$ cat src/rtl/oled_spi_pkg.sv
`default_nettype none
// ============================================================================
// Module      : oled_spi_pkg
// Description : Shared types and constants for the OLED SPI write scheduler:
//               frame state encoding, default timing parameters, DnC encoding
//               and a small helper for sizing counters.
// Revision    : 1.0 - initial release
// ============================================================================
package oled_spi_pkg;

    typedef enum logic [2:0] {
        IDLE  = 3'd0,
        SETUP = 3'd1,
        SHIFT = 3'd2,
        HOLD  = 3'd3,
        GAP   = 3'd4
    } state_t;

    localparam int DEF_CLK_DIV  = 4;
    localparam int DEF_CS_SETUP = 2;
    localparam int DEF_CS_HOLD  = 2;
    localparam int DEF_CMD_RUN  = 4;

    localparam logic DNC_CMD  = 1'b0;
    localparam logic DNC_DATA = 1'b1;

    function automatic int max3(input int a, input int b, input int c);
        int m;
        m = (a > b) ? a : b;
        return (m > c) ? m : c;
    endfunction

endpackage
`default_nettype wire

$ cat src/rtl/spi_bit_timer.sv
`default_nettype none
// ============================================================================
// Module      : spi_bit_timer
// Description : Loadable down-counter. Loading N makes done rise in the N-th
//               cycle after the load edge (the last cycle of the interval), so
//               the controller can reload on done with no dead cycle.
// Ports       : clk, rst (async, active-high), load, load_value (>=1), done
// Revision    : 1.0 - initial release
// ============================================================================
module spi_bit_timer #(
    parameter int W = 3
) (
    input  logic         clk,
    input  logic         rst,
    input  logic         load,
    input  logic [W-1:0] load_value,
    output logic         done
);

    logic [W-1:0] count;

    always_ff @(posedge clk or posedge rst) begin
        if (rst) begin
            count <= '0;
        end else if (load) begin
            count <= load_value - W'(1);
        end else if (count != '0) begin
            count <= count - W'(1);
        end
    end

    assign done = (count == '0);

endmodule
`default_nettype wire

$ cat src/rtl/oled_spi_scheduler.sv
`default_nettype none
// ============================================================================
// Module      : oled_spi_scheduler
// Description : Shares the OLED serial write port between a command requester
//               and a pixel-data requester. Arbitrates with a bounded command
//               run, frames each byte with nCS, drives DnC and shifts the byte
//               out MSB-first in SPI mode 0.
// Ports       : Clock, Reset (async, active-high)
//               CmdValid/CmdByte/CmdReady - command byte handshake
//               DatValid/DatByte/DatReady - data byte handshake
//               Busy                      - frame in progress
//               SpiClk, SDIN, DnC, nCS    - display pad signals
// Revision    : 1.0 - initial release
// ============================================================================
module oled_spi_scheduler
    import oled_spi_pkg::*;
#(
    parameter int CLK_DIV  = DEF_CLK_DIV,
    parameter int CS_SETUP = DEF_CS_SETUP,
    parameter int CS_HOLD  = DEF_CS_HOLD,
    parameter int CMD_RUN  = DEF_CMD_RUN
) (
    input  logic       Clock,
    input  logic       Reset,
    input  logic       CmdValid,
    input  logic [7:0] CmdByte,
    output logic       CmdReady,
    input  logic       DatValid,
    input  logic [7:0] DatByte,
    output logic       DatReady,
    output logic       Busy,
    output logic       SpiClk,
    output logic       SDIN,
    output logic       DnC,
    output logic       nCS
);

    localparam int PH_W = $clog2(max3(CLK_DIV, CS_SETUP, CS_HOLD) + 1);
    localparam int SV_W = $clog2(CMD_RUN + 1);

    state_t          state, next_state;
    logic [7:0]      shreg;
    logic [2:0]      bit_idx;
    logic            phase;      // 0 = SpiClk low half, 1 = high half
    logic            dnc;
    logic [SV_W-1:0] starve_cnt;

    logic            idle;
    logic            starve;
    logic            cmd_take;
    logic            dat_take;
    logic            timer_load;
    logic [PH_W-1:0] timer_value;
    logic            timer_done;

    // Grant: commands win unless they have held the port CMD_RUN times in a
    // row while data was waiting.
    assign idle     = (state == IDLE);
    assign starve   = (starve_cnt == SV_W'(CMD_RUN)) && DatValid;
    assign CmdReady = idle && CmdValid && !starve;
    assign DatReady = idle && DatValid && (starve || !CmdValid);
    assign cmd_take = CmdValid && CmdReady;
    assign dat_take = DatValid && DatReady;

    spi_bit_timer #(
        .W (PH_W)
    ) u_timer (
        .clk        (Clock),
        .rst        (Reset),
        .load       (timer_load),
        .load_value (timer_value),
        .done       (timer_done)
    );

    always_ff @(posedge Clock or posedge Reset) begin
        if (Reset) begin
            state <= IDLE;
        end else begin
            state <= next_state;
        end
    end

    always_comb begin
        next_state  = state;
        timer_load  = 1'b0;
        timer_value = PH_W'(CLK_DIV);
        case (state)
            IDLE: begin
                if (cmd_take || dat_take) begin
                    next_state  = SETUP;
                    timer_load  = 1'b1;
                    timer_value = PH_W'(CS_SETUP);
                end
            end
            SETUP: begin
                if (timer_done) begin
                    next_state = SHIFT;
                    timer_load = 1'b1;
                end
            end
            SHIFT: begin
                if (timer_done) begin
                    timer_load = 1'b1;
                    if (phase && (bit_idx == 3'd7)) begin
                        next_state  = HOLD;
                        timer_value = PH_W'(CS_HOLD);
                    end
                end
            end
            HOLD: begin
                if (timer_done) begin
                    next_state = GAP;
                end
            end
            GAP: begin
                next_state = IDLE;
            end
            default: begin
                next_state = IDLE;
            end
        endcase
    end

    // Datapath: byte capture, bit sequencing and starvation tracking.
    always_ff @(posedge Clock or posedge Reset) begin
        if (Reset) begin
            shreg      <= '0;
            bit_idx    <= '0;
            phase      <= 1'b0;
            dnc        <= DNC_CMD;
            starve_cnt <= '0;
        end else begin
            if (dat_take) begin
                shreg <= DatByte;
                dnc   <= DNC_DATA;
            end else if (cmd_take) begin
                shreg <= CmdByte;
                dnc   <= DNC_CMD;
            end

            if (state == SETUP && timer_done) begin
                phase   <= 1'b0;
                bit_idx <= '0;
            end

            // Next bit is presented at the start of each low half, so SDIN
            // is stable across the following rising edge.
            if (state == SHIFT && timer_done) begin
                if (!phase) begin
                    phase <= 1'b1;
                end else begin
                    phase <= 1'b0;
                    if (bit_idx != 3'd7) begin
                        bit_idx <= bit_idx + 3'd1;
                        shreg   <= {shreg[6:0], 1'b0};
                    end
                end
            end

            if (dat_take) begin
                starve_cnt <= '0;
            end else if (cmd_take) begin
                if (!DatValid) begin
                    starve_cnt <= '0;
                end else if (starve_cnt != SV_W'(CMD_RUN)) begin
                    starve_cnt <= starve_cnt + SV_W'(1);
                end
            end
        end
    end

    assign Busy   = !idle;
    assign nCS    = !((state == SETUP) || (state == SHIFT) || (state == HOLD));
    assign SpiClk = (state == SHIFT) && phase;
    assign SDIN   = shreg[7];
    assign DnC    = dnc;

endmodule
`default_nettype wire

$ cat config.mk
export PLATFORM = sky130hd
export DESIGN_NAME = oled_spi_scheduler
export DESIGN_NICKNAME = d
export VERILOG_FILES = /design/src/rtl/oled_spi_pkg.sv /design/src/rtl/spi_bit_timer.sv /design/src/rtl/oled_spi_scheduler.sv
export SDC_FILE = /design/constraint.sdc
export NUM_CORES = 1
export LEC_CHECK = 0
export BUFFER_PORTS_ARGS = -buffer_cell sky130_fd_sc_hd__buf_2
export CORE_ASPECT_RATIO = 1.75
export CORE_MARGIN = 5
export CORE_UTILIZATION = 53
export CTS_CLUSTER_SIZE = 30
export DETAILED_ROUTE_END_ITERATION = 7
export PLACE_DENSITY = 0.81
export SLEW_MARGIN = 30
export SYNTH_ARGS = -nofsm -noshare
export SYNTH_HDL_FRONTEND = slang
export SYNTH_HIERARCHICAL = 1
export SYNTH_SLANG_ARGS = --single-unit
export TNS_END_PERCENT = 5
$ cat constraint.sdc
create_clock -name Clock -period 2.77 [get_ports Clock]
set_clock_uncertainty 0.15 [all_clocks]
set_input_delay 0.4155 -clock Clock [delete_from_list [all_inputs] [get_ports Clock]]
set_output_delay 0.4155 -clock Clock [all_outputs]
set_load 0.1 [all_outputs]
# Yosys cells after proc, flatten, opt, wreduce, memory -nomap -nowiden
# Index checks and enable logic that the tools add are counted.
dict set report word_totals {
  elab_cells 85
  ff_bits 22
  in_bits 20
  out_inout_bits 7
}
dict set report classes {
  mux 33
  n_addsub 4
  n_eq_ne 13
  n_reduce_logical 28
}
# op count
set op_table {}
lappend op_table {{two-way mux 3 bit} 18}
lappend op_table {{two-way mux 8 bit} 5}
lappend op_table {{one-hot mux 3 bit (4 select lines)} 1}
lappend op_table {{logical AND 1 bit} 11}
lappend op_table {{!= test 2 bit (second input constant)} 4}
lappend op_table {{two-way mux 1 bit} 7}
lappend op_table {{adder 3 x 1 -> 3 bit (second input constant)} 2}
lappend op_table {{== test 3 x 2 -> 1 bit (second input constant)} 2}
lappend op_table {{== test 3 bit (second input constant)} 2}
lappend op_table {{logical NOT 3 bit} 2}
lappend op_table {{!= test 3 bit (second input constant)} 2}
lappend op_table {{one-hot mux 3 bit (2 select lines)} 1}
lappend op_table {{nonzero test 2 bit} 3}
lappend op_table {{subtractor 3 x 1 -> 3 bit (second input constant)} 2}
lappend op_table {{AND reduction 5 bit} 1}
lappend op_table {{logical NOT 1 bit} 4}
lappend op_table {{logical OR 1 bit} 4}
lappend op_table {{== test 3 x 1 -> 1 bit (second input constant)} 1}
lappend op_table {{!= test 3 x 1 -> 1 bit (second input constant)} 1}
lappend op_table {{nonzero test 3 bit} 1}
lappend op_table {{!= test 2 x 1 -> 1 bit (second input constant)} 1}
lappend op_table {{one-hot mux 1 bit (2 select lines)} 1}
lappend op_table {{AND reduction 2 bit} 1}
lappend op_table {{OR reduction 2 bit} 1}

# Depth between registers and ports, before layout
# Gate-level depths: netlist (run 1).
dict set report depth {
  depth_word 10
  depth_mapped 9
  depth_no_buf 8
}

# Cells and area by module
# The synthesis (run 1) kept the hierarchy.
# module seq_area_each_um2 n_inst area_per_inst_um2 cells_per_inst
set modules_own_cells {}
lappend modules_own_cells {oled_spi_scheduler 475.5 1 1123.6 126}
lappend modules_own_cells {spi_bit_timer 75.1 1 172.7 18}

# Worst setup path before layout (run 1)
# Ideal clock, no wire load.
dict set report synth_timing {
  path_kind {register to register}
  start {register state[1]}
  end {register shreg[0]}
  t_required_ns 2.496
  arrival_ns 2.237
  path_stages_with_launch 7
  slack_ns 0.259
  synth_period_minus_slack_ns 2.511
  cell_sequence {dfrtp_1 buf_2 nor3_4 inv_2 nor3b_4 mux2i_1 a21oi_1}
}
dict set report synth_via {
  elab_chain_len 9
}
# element line
set synth_lines {}
lappend synth_lines {{from (decl)} oled_spi_scheduler.sv:41} ;# state_t state, next_state;
lappend synth_lines {{from (signal assigned)} oled_spi_scheduler.sv:79} ;# state <= next_state;
lappend synth_lines {{logical NOT 3 bit (*)} oled_spi_scheduler.sv:58} ;# assign idle = (state == IDLE);
lappend synth_lines {{logical AND 1 bit (*) (2 in a row)} oled_spi_scheduler.sv:60} ;# assign CmdReady = idle && CmdValid && !starve;
lappend synth_lines {{via CmdReady} oled_spi_scheduler.sv:27} ;# output logic CmdReady,
lappend synth_lines {{logical AND 1 bit (*)} oled_spi_scheduler.sv:62} ;# assign cmd_take = CmdValid && CmdReady;
lappend synth_lines {{two-way mux 8 bit (*)} oled_spi_scheduler.sv:136} ;# end else if (cmd_take) begin
lappend synth_lines {{two-way mux 8 bit (*)} oled_spi_scheduler.sv:133} ;# if (dat_take) begin
lappend synth_lines {{two-way mux 8 bit} oled_spi_scheduler.sv:153} ;# if (bit_idx != 3'd7) begin
lappend synth_lines {{two-way mux 8 bit} oled_spi_scheduler.sv:149} ;# if (!phase) begin
lappend synth_lines {{two-way mux 8 bit (*)} oled_spi_scheduler.sv:148} ;# if (state == SHIFT && timer_done) begin
lappend synth_lines {{to (signal assigned)} oled_spi_scheduler.sv:134} ;# shreg <= DatByte;
lappend synth_lines {{to (signal assigned)} oled_spi_scheduler.sv:137} ;# shreg <= CmdByte;
lappend synth_lines {{to (signal assigned)} oled_spi_scheduler.sv:155} ;# shreg <= {shreg[6:0], 1'b0};
lappend synth_lines {{to (decl)} oled_spi_scheduler.sv:42} ;# logic [7:0] shreg;
# The timed path passes the listed nets; every way through them passes the cells marked *.
# A chain may end at the register's enable or synchronous reset.

# Final worst setup path (run 1)
dict set report layout_timing {
  start {register starve_cnt[0]}
  end {output port CmdReady}
}
dict set report layout_via {
  elab_chain_len 4
}
# element line
set layout_lines {}
lappend layout_lines {{from (decl)} oled_spi_scheduler.sv:46} ;# logic [SV_W-1:0] starve_cnt;
lappend layout_lines {{from (signal assigned)} oled_spi_scheduler.sv:166} ;# starve_cnt <= starve_cnt + SV_W'(1);
lappend layout_lines {{== test 3 bit} oled_spi_scheduler.sv:59} ;# assign starve = (starve_cnt == SV_W'(CMD_RUN)) && DatValid;
lappend layout_lines {{logical AND 1 bit} oled_spi_scheduler.sv:59}
lappend layout_lines {{logical NOT 1 bit} oled_spi_scheduler.sv:60}
lappend layout_lines {{logical AND 1 bit} oled_spi_scheduler.sv:60}
lappend layout_lines {{to (decl)} oled_spi_scheduler.sv:27}
# No other way between the ends.

==> impl_results.md, run 1 <==
- Run status: complete, no violations
- Synth unique cells: 39
- Number of CTS-inserted buffers: 3
- Initial drt markers: 30
- Unrepaired setup endpoints after global routing: false
- Summed negative setup slack over all endpoints: 0 ps
- Vias: 1127
- Horizontal die dimension: 47.39 um
- Count of instances resized after the clock tree is built: 0
- Sinks on the clock net: 22
- Crit-path slowest cell: sky130_fd_sc_hd__buf_2
- Final design instance area without fill: 1503 um2
- Number of global-route vias before repair: 1113
- Number of detailed-routing iterations run before antenna repair: 4
- FF+latch count, synth: 22
- Maximum clock rate: 389.2 MHz
- Number of buffers inserted by post-CTS setup repair: 0
- Worst endpoint data arrival time: 2000 ps
- Initial antenna violation count: 0
- Syn. warnings: 6
- Power per cell area: 1175 nW/um2
- Total buffers and inverters traversed by the critical path: 2
- Mean routed wirelength per cell: 14.70 um
- Final standard cell utilization of the core: 64.47%
- Final hold violations: 0
- Share of final-layout standard cells stronger than drive strength 1: 23.98%
- Number of I/O port buffers: 26
- Average size of a mapped cell: 9.002 um2
- Buffer type at the clock tree root: sky130_fd_sc_hd__clkbuf_8
- Die Span Y: 75.42 um
- Clock tree from TritonCTS: built
- Post-route total power: 0.001766 W
- Worst supply voltage drop on vdd: 0.5788 mV
- Post-Synthesis Cells: 144
- Kind of launch point of the worst setup path: flop
- Effective utilization at floorplan: 55.61%
- N_diodes: 0
- Clk pin slew, worst setup/hold paths: 70 ps
- Pin count of the biggest net entering global routing: 20
- Max-slew violation count: 0
- Cell family with the largest share of critical-path delay: simple AND/OR/NAND/NOR gates
- Post-DR vias/cell: 5.750
- Insertion delay of the later-clocked pin in the worst-skew pair: 260 ps
- Die Area: 3574 um2
- HPWL reported at the end of detailed placement: 2.270 mm
- Wire length of the first global-routing pass: 4.899 mm
- Placed instance area: 1451 um2
- Number of design rule violations left after detail routing: 0
- Global route overflow: 0
- Crit share post-route: 92.75%
- Crit Path Class: flop to output port
- Worst Reg-to-Reg Cells: 8
- Gr usage total: 18.72%
- Tightest Hold Check Type: input port to flop
- Max-capacitance violation count: 0
- Register-to-register setup slack: 740 ps
- Residual antenna-violating net count after detailed routing: 0
- Cells on Worst Hold Path: 3
- Seq/Total Area, Yosys: 42.47%
- Core region area: 2331 um2
- Required time reported for the critical path endpoint: 2200 ps
- Critical path fanouts, max: 8
- R2R Path End: u_timer/count[2]
- Final setup violation count: 0
- Count of nets after finishing: 198
- Fill cells: 194
- I/O pin total: 27
- H-tree level count: 1
- Clock period minus worst slack: 2569 ps
- Layout-stage area growth over the synthesis result: 15.93%
- Weighted congestion at the end of routability-driven global placement: 0.8370
- Series of cell instances along the critical path: inv_1 > ha_1 > and3_1 > nor3b_4 > buf_2
- Total wire length after detailed routing: 2.882 mm
- Worst Hold Endpoint: shreg[0]
- Worst-margin pin slew: 694.4 ps
- Slew HR: 53.65%
- Clk buf depth: 2
- Worst min-delay path startpoint: DatByte[0]
- Synthesized cell area: 1296 um2
- Hold slack: 339.4 ps
- Site row count: 23
- Kind of capture point of the worst setup path: output port
- Biggest cell delay along the critical path: 480 ps
- Leakage power total: 0.7713 nW
- FF-to-FF Start: state[1]
==> layout make-up <==
cell class	count	area (um2)	share of cell area (%)
Tap cell	25	31.28	2.082
Timing Repair Buffer	31	170.2	11.32
Inverter	11	41.29	2.748
Clock buffer	3	41.29	2.748
Multi-Input combinational cell	104	668.1	44.46
Sequential cell	22	550.5	36.64
==> logic make-up after synthesis <==
kind of cell | synth area share [%]
compound gates | 22.01
xor+xnor | 1.352
fa+ha+maj | 4.826
buf+inv | 6.274
flops | 42.47
mux | 3.185
other cells | 0.2893
simple gates | 19.60
==> sequential cells by signal, summed over array words and instances, names as in the netlist <==
register       flops
bit_idx            3
u_timer/count      3
state              3
DnC                1
phase              1
starve_cnt         3
shreg              8
==> Yosys cell counts (all sizes together) <==
cell / n / area share (%)
o21bai: 1 / 0.58
a221oi: 1 / 0.68
conb: 1 / 0.29
nand2b: 1 / 0.48
mux2i: 3 / 2.3
a22oi: 7 / 4.1
nor3b: 1 / 1.4
ha: 5 / 4.8
a32o: 2 / 1.5
nor2: 12 / 3.5
o22ai: 7 / 3.4
clkbuf: 2 / 0.58
a21boi: 1 / 0.87
dfrtp: 22 / 42
and3: 1 / 0.48
o31a: 1 / 0.68
nor3: 4 / 2.4
nand3b: 2 / 2.1
mux2: 1 / 0.87
or2: 2 / 0.97
a41oi: 1 / 0.68
o21ai: 8 / 3.1
a22o: 2 / 1.4
or3: 1 / 0.48
nand3: 1 / 0.39
inv: 11 / 3.2
a21oi: 12 / 4.6
and4bb: 1 / 0.97
nand2: 20 / 5.8
a31oi: 1 / 0.48
xnor2: 2 / 1.4
or2b: 1 / 0.58
buf: 6 / 2.5
==> through the flow <==
step                cells  setup WS, ps
global route          196         67.43
CTS                   196         190.6
global placement      192         509.3
finish                196         200.8
detailed placement    192         479.3
floorplan             145         258.6
==> cell usage in the layout, fill, tap and decap left out <==
| cell | Yosys | layout |
|---|---|---|
| sky130_fd_sc_hd__buf_4 | 1 | 4 |
| sky130_fd_sc_hd__clkbuf_8 | 0 | 3 |
| sky130_fd_sc_hd__o31a_1 | 1 | 1 |
| sky130_fd_sc_hd__or2_2 | 1 | 1 |
| sky130_fd_sc_hd__and3_1 | 1 | 1 |
| sky130_fd_sc_hd__or2_1 | 1 | 1 |
| sky130_fd_sc_hd__nand3b_4 | 1 | 1 |
| sky130_fd_sc_hd__o21bai_1 | 1 | 1 |
| sky130_fd_sc_hd__ha_1 | 5 | 5 |
| sky130_fd_sc_hd__or3_1 | 1 | 1 |
| sky130_fd_sc_hd__o21ai_0 | 7 | 7 |
| sky130_fd_sc_hd__mux2_2 | 1 | 1 |
| sky130_fd_sc_hd__xnor2_1 | 2 | 2 |
| sky130_fd_sc_hd__nand3_1 | 1 | 1 |
| sky130_fd_sc_hd__or2b_1 | 1 | 1 |
| sky130_fd_sc_hd__inv_1 | 10 | 10 |
| sky130_fd_sc_hd__a22oi_1 | 7 | 7 |
| sky130_fd_sc_hd__nor3_1 | 3 | 3 |
| sky130_fd_sc_hd__nor2_1 | 12 | 12 |
| sky130_fd_sc_hd__nand2b_1 | 1 | 1 |
| sky130_fd_sc_hd__dlygate4sd3_1 | 0 | 1 |
| sky130_fd_sc_hd__nor3b_4 | 1 | 1 |
| sky130_fd_sc_hd__a221oi_1 | 1 | 1 |
| sky130_fd_sc_hd__inv_2 | 1 | 1 |
| sky130_fd_sc_hd__and4bb_2 | 1 | 1 |
| sky130_fd_sc_hd__conb_1 | 1 | 2 |
| sky130_fd_sc_hd__mux2i_1 | 3 | 3 |
| sky130_fd_sc_hd__dfrtp_1 | 22 | 22 |
| sky130_fd_sc_hd__a41oi_1 | 1 | 1 |
| sky130_fd_sc_hd__a21oi_1 | 12 | 12 |
| sky130_fd_sc_hd__nand3b_1 | 1 | 1 |
| sky130_fd_sc_hd__a31oi_1 | 1 | 1 |
| sky130_fd_sc_hd__o22ai_1 | 7 | 7 |
| sky130_fd_sc_hd__nor3_4 | 1 | 1 |
| sky130_fd_sc_hd__a22o_1 | 2 | 2 |
| sky130_fd_sc_hd__a32o_1 | 2 | 2 |
| sky130_fd_sc_hd__nand2_1 | 20 | 20 |
| sky130_fd_sc_hd__buf_2 | 5 | 26 |
| sky130_fd_sc_hd__o21ai_1 | 1 | 1 |
| sky130_fd_sc_hd__a21boi_2 | 1 | 1 |
==> tightest hold or removal path: stages <==
cell                      delay [ps]
sky130_fd_sc_hd__buf_2            80
sky130_fd_sc_hd__o21ai_0          70
sky130_fd_sc_hd__a21oi_1         130
==> per-layer routing <==
metal	wire length (um)	GRT usage, %	share of wire [%]	vias to the layer above
li1	-	-	-	557
met1	1069	20.49	37	524
met2	1545	34.03	54	38
met3	198	2.364	6.9	8
met4	70	8.308	2.4	0
met5	0	0	0	-
==> power by group <==
group	switching, W	internal, W	leakage [nW]
Combinational	0.000652	0.000330	0.474
Clock	0.0000940	0.0000969	0.0216
Sequential	0.000132	0.000461	0.275
==> worst max-delay path by stage <==
stage / from / end / slack [ps] / cells after the start
after floorplan: state[1] / shreg[0] / 260 / 6
after global placement: starve_cnt[0] / CmdReady / 510 / 5
after detailed placement: starve_cnt[0] / CmdReady / 480 / 5
after CTS: starve_cnt[0] / CmdReady / 190 / 5
after global routing: starve_cnt[0] / CmdReady / 70 / 5
final: starve_cnt[0] / CmdReady / 200 / 5
==> repair_timing <==
action                     4_1_cts  5_1_grt
setup endpoints to repair        0        0
hold endpoints to repair         3        0
hold buffers                     1        0
(Power assumes the default switching activity.)
==> run 2, diff against run 1 <==
--- a/config.mk
+++ b/config.mk
@@ -12,6 +12,7 @@
 export CTS_CLUSTER_SIZE = 30
 export DETAILED_ROUTE_END_ITERATION = 7
 export PLACE_DENSITY = 0.81
+export SETUP_SLACK_MARGIN = 0.4
 export SLEW_MARGIN = 30
 export SYNTH_ARGS = -nofsm -noshare
 export SYNTH_HDL_FRONTEND = slang
==> run 2 against run 1 <==
Fmax rose by 11%. Flip-flop and latch count unchanged. Non-clock buffer count is 1 higher. Sequential power is essentially flat. Count of clock-buffer cells in the layout did not move. First-iteration DRC count up 37%. Largest cell class unchanged.
==> impl_results.md, run 2 (same netlist as run 1, synthesis figures left out) <==
- Site row count: 23
- N_diodes: 0
- Fill cells: 184
- I/O pin total: 27
- Critical path fanouts, max: 8
- Clk buf depth: 2
- Leakage power total: 0.7820 nW
- Power per cell area: 1183 nW/um2
- Unrepaired setup endpoints after global routing: true
- Max-slew violation count: 0
- Initial drt markers: 41
- Maximum clock rate: 431.1 MHz
- Multi-input gate area: 675.6 um2
- Number of placed instances with taps included: 191
- Gr usage total: 18.93%
- Post-DR vias/cell: 5.878
- Most frequent cells in the layout: sky130_fd_sc_hd__buf_2, sky130_fd_sc_hd__dfrtp_1, sky130_fd_sc_hd__nand2_1
- Number of I/O port buffers: 26
- Clock tree from TritonCTS: built
- Total wire length after detailed routing: 3.013 mm
- Run status: complete, no violations
- Kind of launch point of the worst setup path: flop
- Summed negative setup slack over all endpoints: 0 ps
- Residual antenna-violating net count after detailed routing: 0
- Flip-flop count of the largest register, all copies and words added: 8
- Die Span Y: 75.42 um
- Initial antenna violation count: 0
- Mean routed wirelength per cell: 15.29 um
- Crit share post-route: 83.73%
- Sinks on the clock net: 22
- Worst endpoint data arrival time: 1750 ps
- Buffer type at the clock tree root: sky130_fd_sc_hd__clkbuf_8
- Worst supply voltage drop on vdd: 0.7957 mV
- Weighted congestion at the end of routability-driven global placement: 0.8738
- Most common cell after layout, fill and taps aside: sky130_fd_sc_hd__buf_2
- Register-to-register setup slack: 640 ps
- Tightest Hold Check Type: input port to flop
- Core region area: 2331 um2
- Share of final-layout standard cells stronger than drive strength 1: 25.58%
- Layout-stage area growth over the synthesis result: 19.11%
- Number of CTS-inserted buffers: 3
- Number of detailed-routing iterations run before antenna repair: 4
- Count of nets after finishing: 199
- Kind of capture point of the worst setup path: output port
- Slew HR: 53.32%
- R2R Path End: u_timer/count[2]
- Worst Reg-to-Reg Cells: 8
- Die Area: 3574 um2
- CP startpoint: starve_cnt[0]
- Insertion delay of the later-clocked pin in the worst-skew pair: 260 ps
- Wire length of the first global-routing pass: 4.919 mm
- Max-capacitance violation count: 0
- Clock period minus worst slack: 2319 ps
- Required time reported for the critical path endpoint: 2200 ps
- Crit Path Class: flop to output port
- Horizontal die dimension: 47.39 um
- HPWL reported at the end of detailed placement: 2.372 mm
- Finished Layout Cells: 197
- Top reg by flops: shreg
- Global route overflow: 0
- FF-to-FF Start: state[0]
- Pin count of the biggest net entering global routing: 20
- Final standard cell utilization of the core: 66.24%
- Final hold violations: 0
- H-tree level count: 1
- Final setup violation count: 0
- Endpoint of the worst setup timing path: DatReady
- Effective utilization at floorplan: 55.61%
- Seq. cell area: 550.5 um2
- Number of design rule violations left after detail routing: 0
- Vias: 1158
- Worst-margin pin slew: 699.4 ps
- Number of global-route vias before repair: 1130
- Hold slack: 329.9 ps
- Clk pin slew, worst setup/hold paths: 70 ps
==> run 2: cell count changes in the layout (fill, tap and decap cells not counted), sizes merged <==
| cell | previous run | this run |
|---|---|---|
| clkbuf | 3 | 4 |
==> run 2: what timing repair did <==
item	4_1_cts	5_1_grt
endpoints found under the setup margin	2	4
gates resized for setup	2	2
hold endpoints to repair	3	0
pin swaps	0	2
hold buffers	1	0
setup buffers	0	2
gates cloned	0	0
==> run 2: worst min path at each step <==
| stage | endpoint | slack (ps) | from | depth (start not counted) |
|---|---|---|---|---|
| after floorplan | u_timer/count[0] | 20 | Reset | 1 |
| after global placement | u_timer/count[0] | 140 | Reset | 2 |
| after detailed placement | u_timer/count[0] | 150 | Reset | 2 |
| after CTS | shreg[0] | 330 | CmdByte[0] | 3 |
| after global routing | shreg[0] | 340 | CmdByte[0] | 3 |
| final | shreg[0] | 330 | CmdByte[0] | 3 |
==> run 2: per-layer routing <==
layer	GRT usage [%]	routed length, um
met4	7.077	29
met2	34.93	1684
met3	2.128	167
met5	0	0
met1	21.04	1131
==> run 2: through the flow <==
step / power [W] / setup slack (ps) / cell area [um2]
2_1_floorplan: 0.001403 / 317.5 / 1319
3_3_place_gp: 0.001545 / 557.7 / 1456
3_5_place_dp: 0.001593 / 506.2 / 1456
4_1_cts: 0.001793 / 371.2 / 1514
5_1_grt: 0.001965 / 383.5 / 1544
6_report: 0.001827 / 450.6 / 1544
==> run 2: report_power, final <==
part | switching, W | internal [W] | total [W]
registers | 0.000136 | 0.000461 | 0.000596
logic | 0.000671 | 0.000368 | 0.00104
clock network | 0.0000955 | 0.0000969 | 0.000192
==> run 2: critical path, cell delays in order (launching register included) <==
cell	delay, ps
sky130_fd_sc_hd__dfrtp_1	390
sky130_fd_sc_hd__inv_1	60
sky130_fd_sc_hd__ha_2	200
sky130_fd_sc_hd__a21boi_2	320
sky130_fd_sc_hd__nand3b_1	210
sky130_fd_sc_hd__inv_1	50
sky130_fd_sc_hd__clkbuf_4	270
==> run 2: final cells by class <==
cell class / count / share of cell area, %
flip-flops and latches: 22 / 35.66
clock buffers: 3 / 2.674
multi-input cells: 104 / 43.76
well taps: 25 / 2.026
repair buffers: 32 / 12.88
inverters: 11 / 2.998
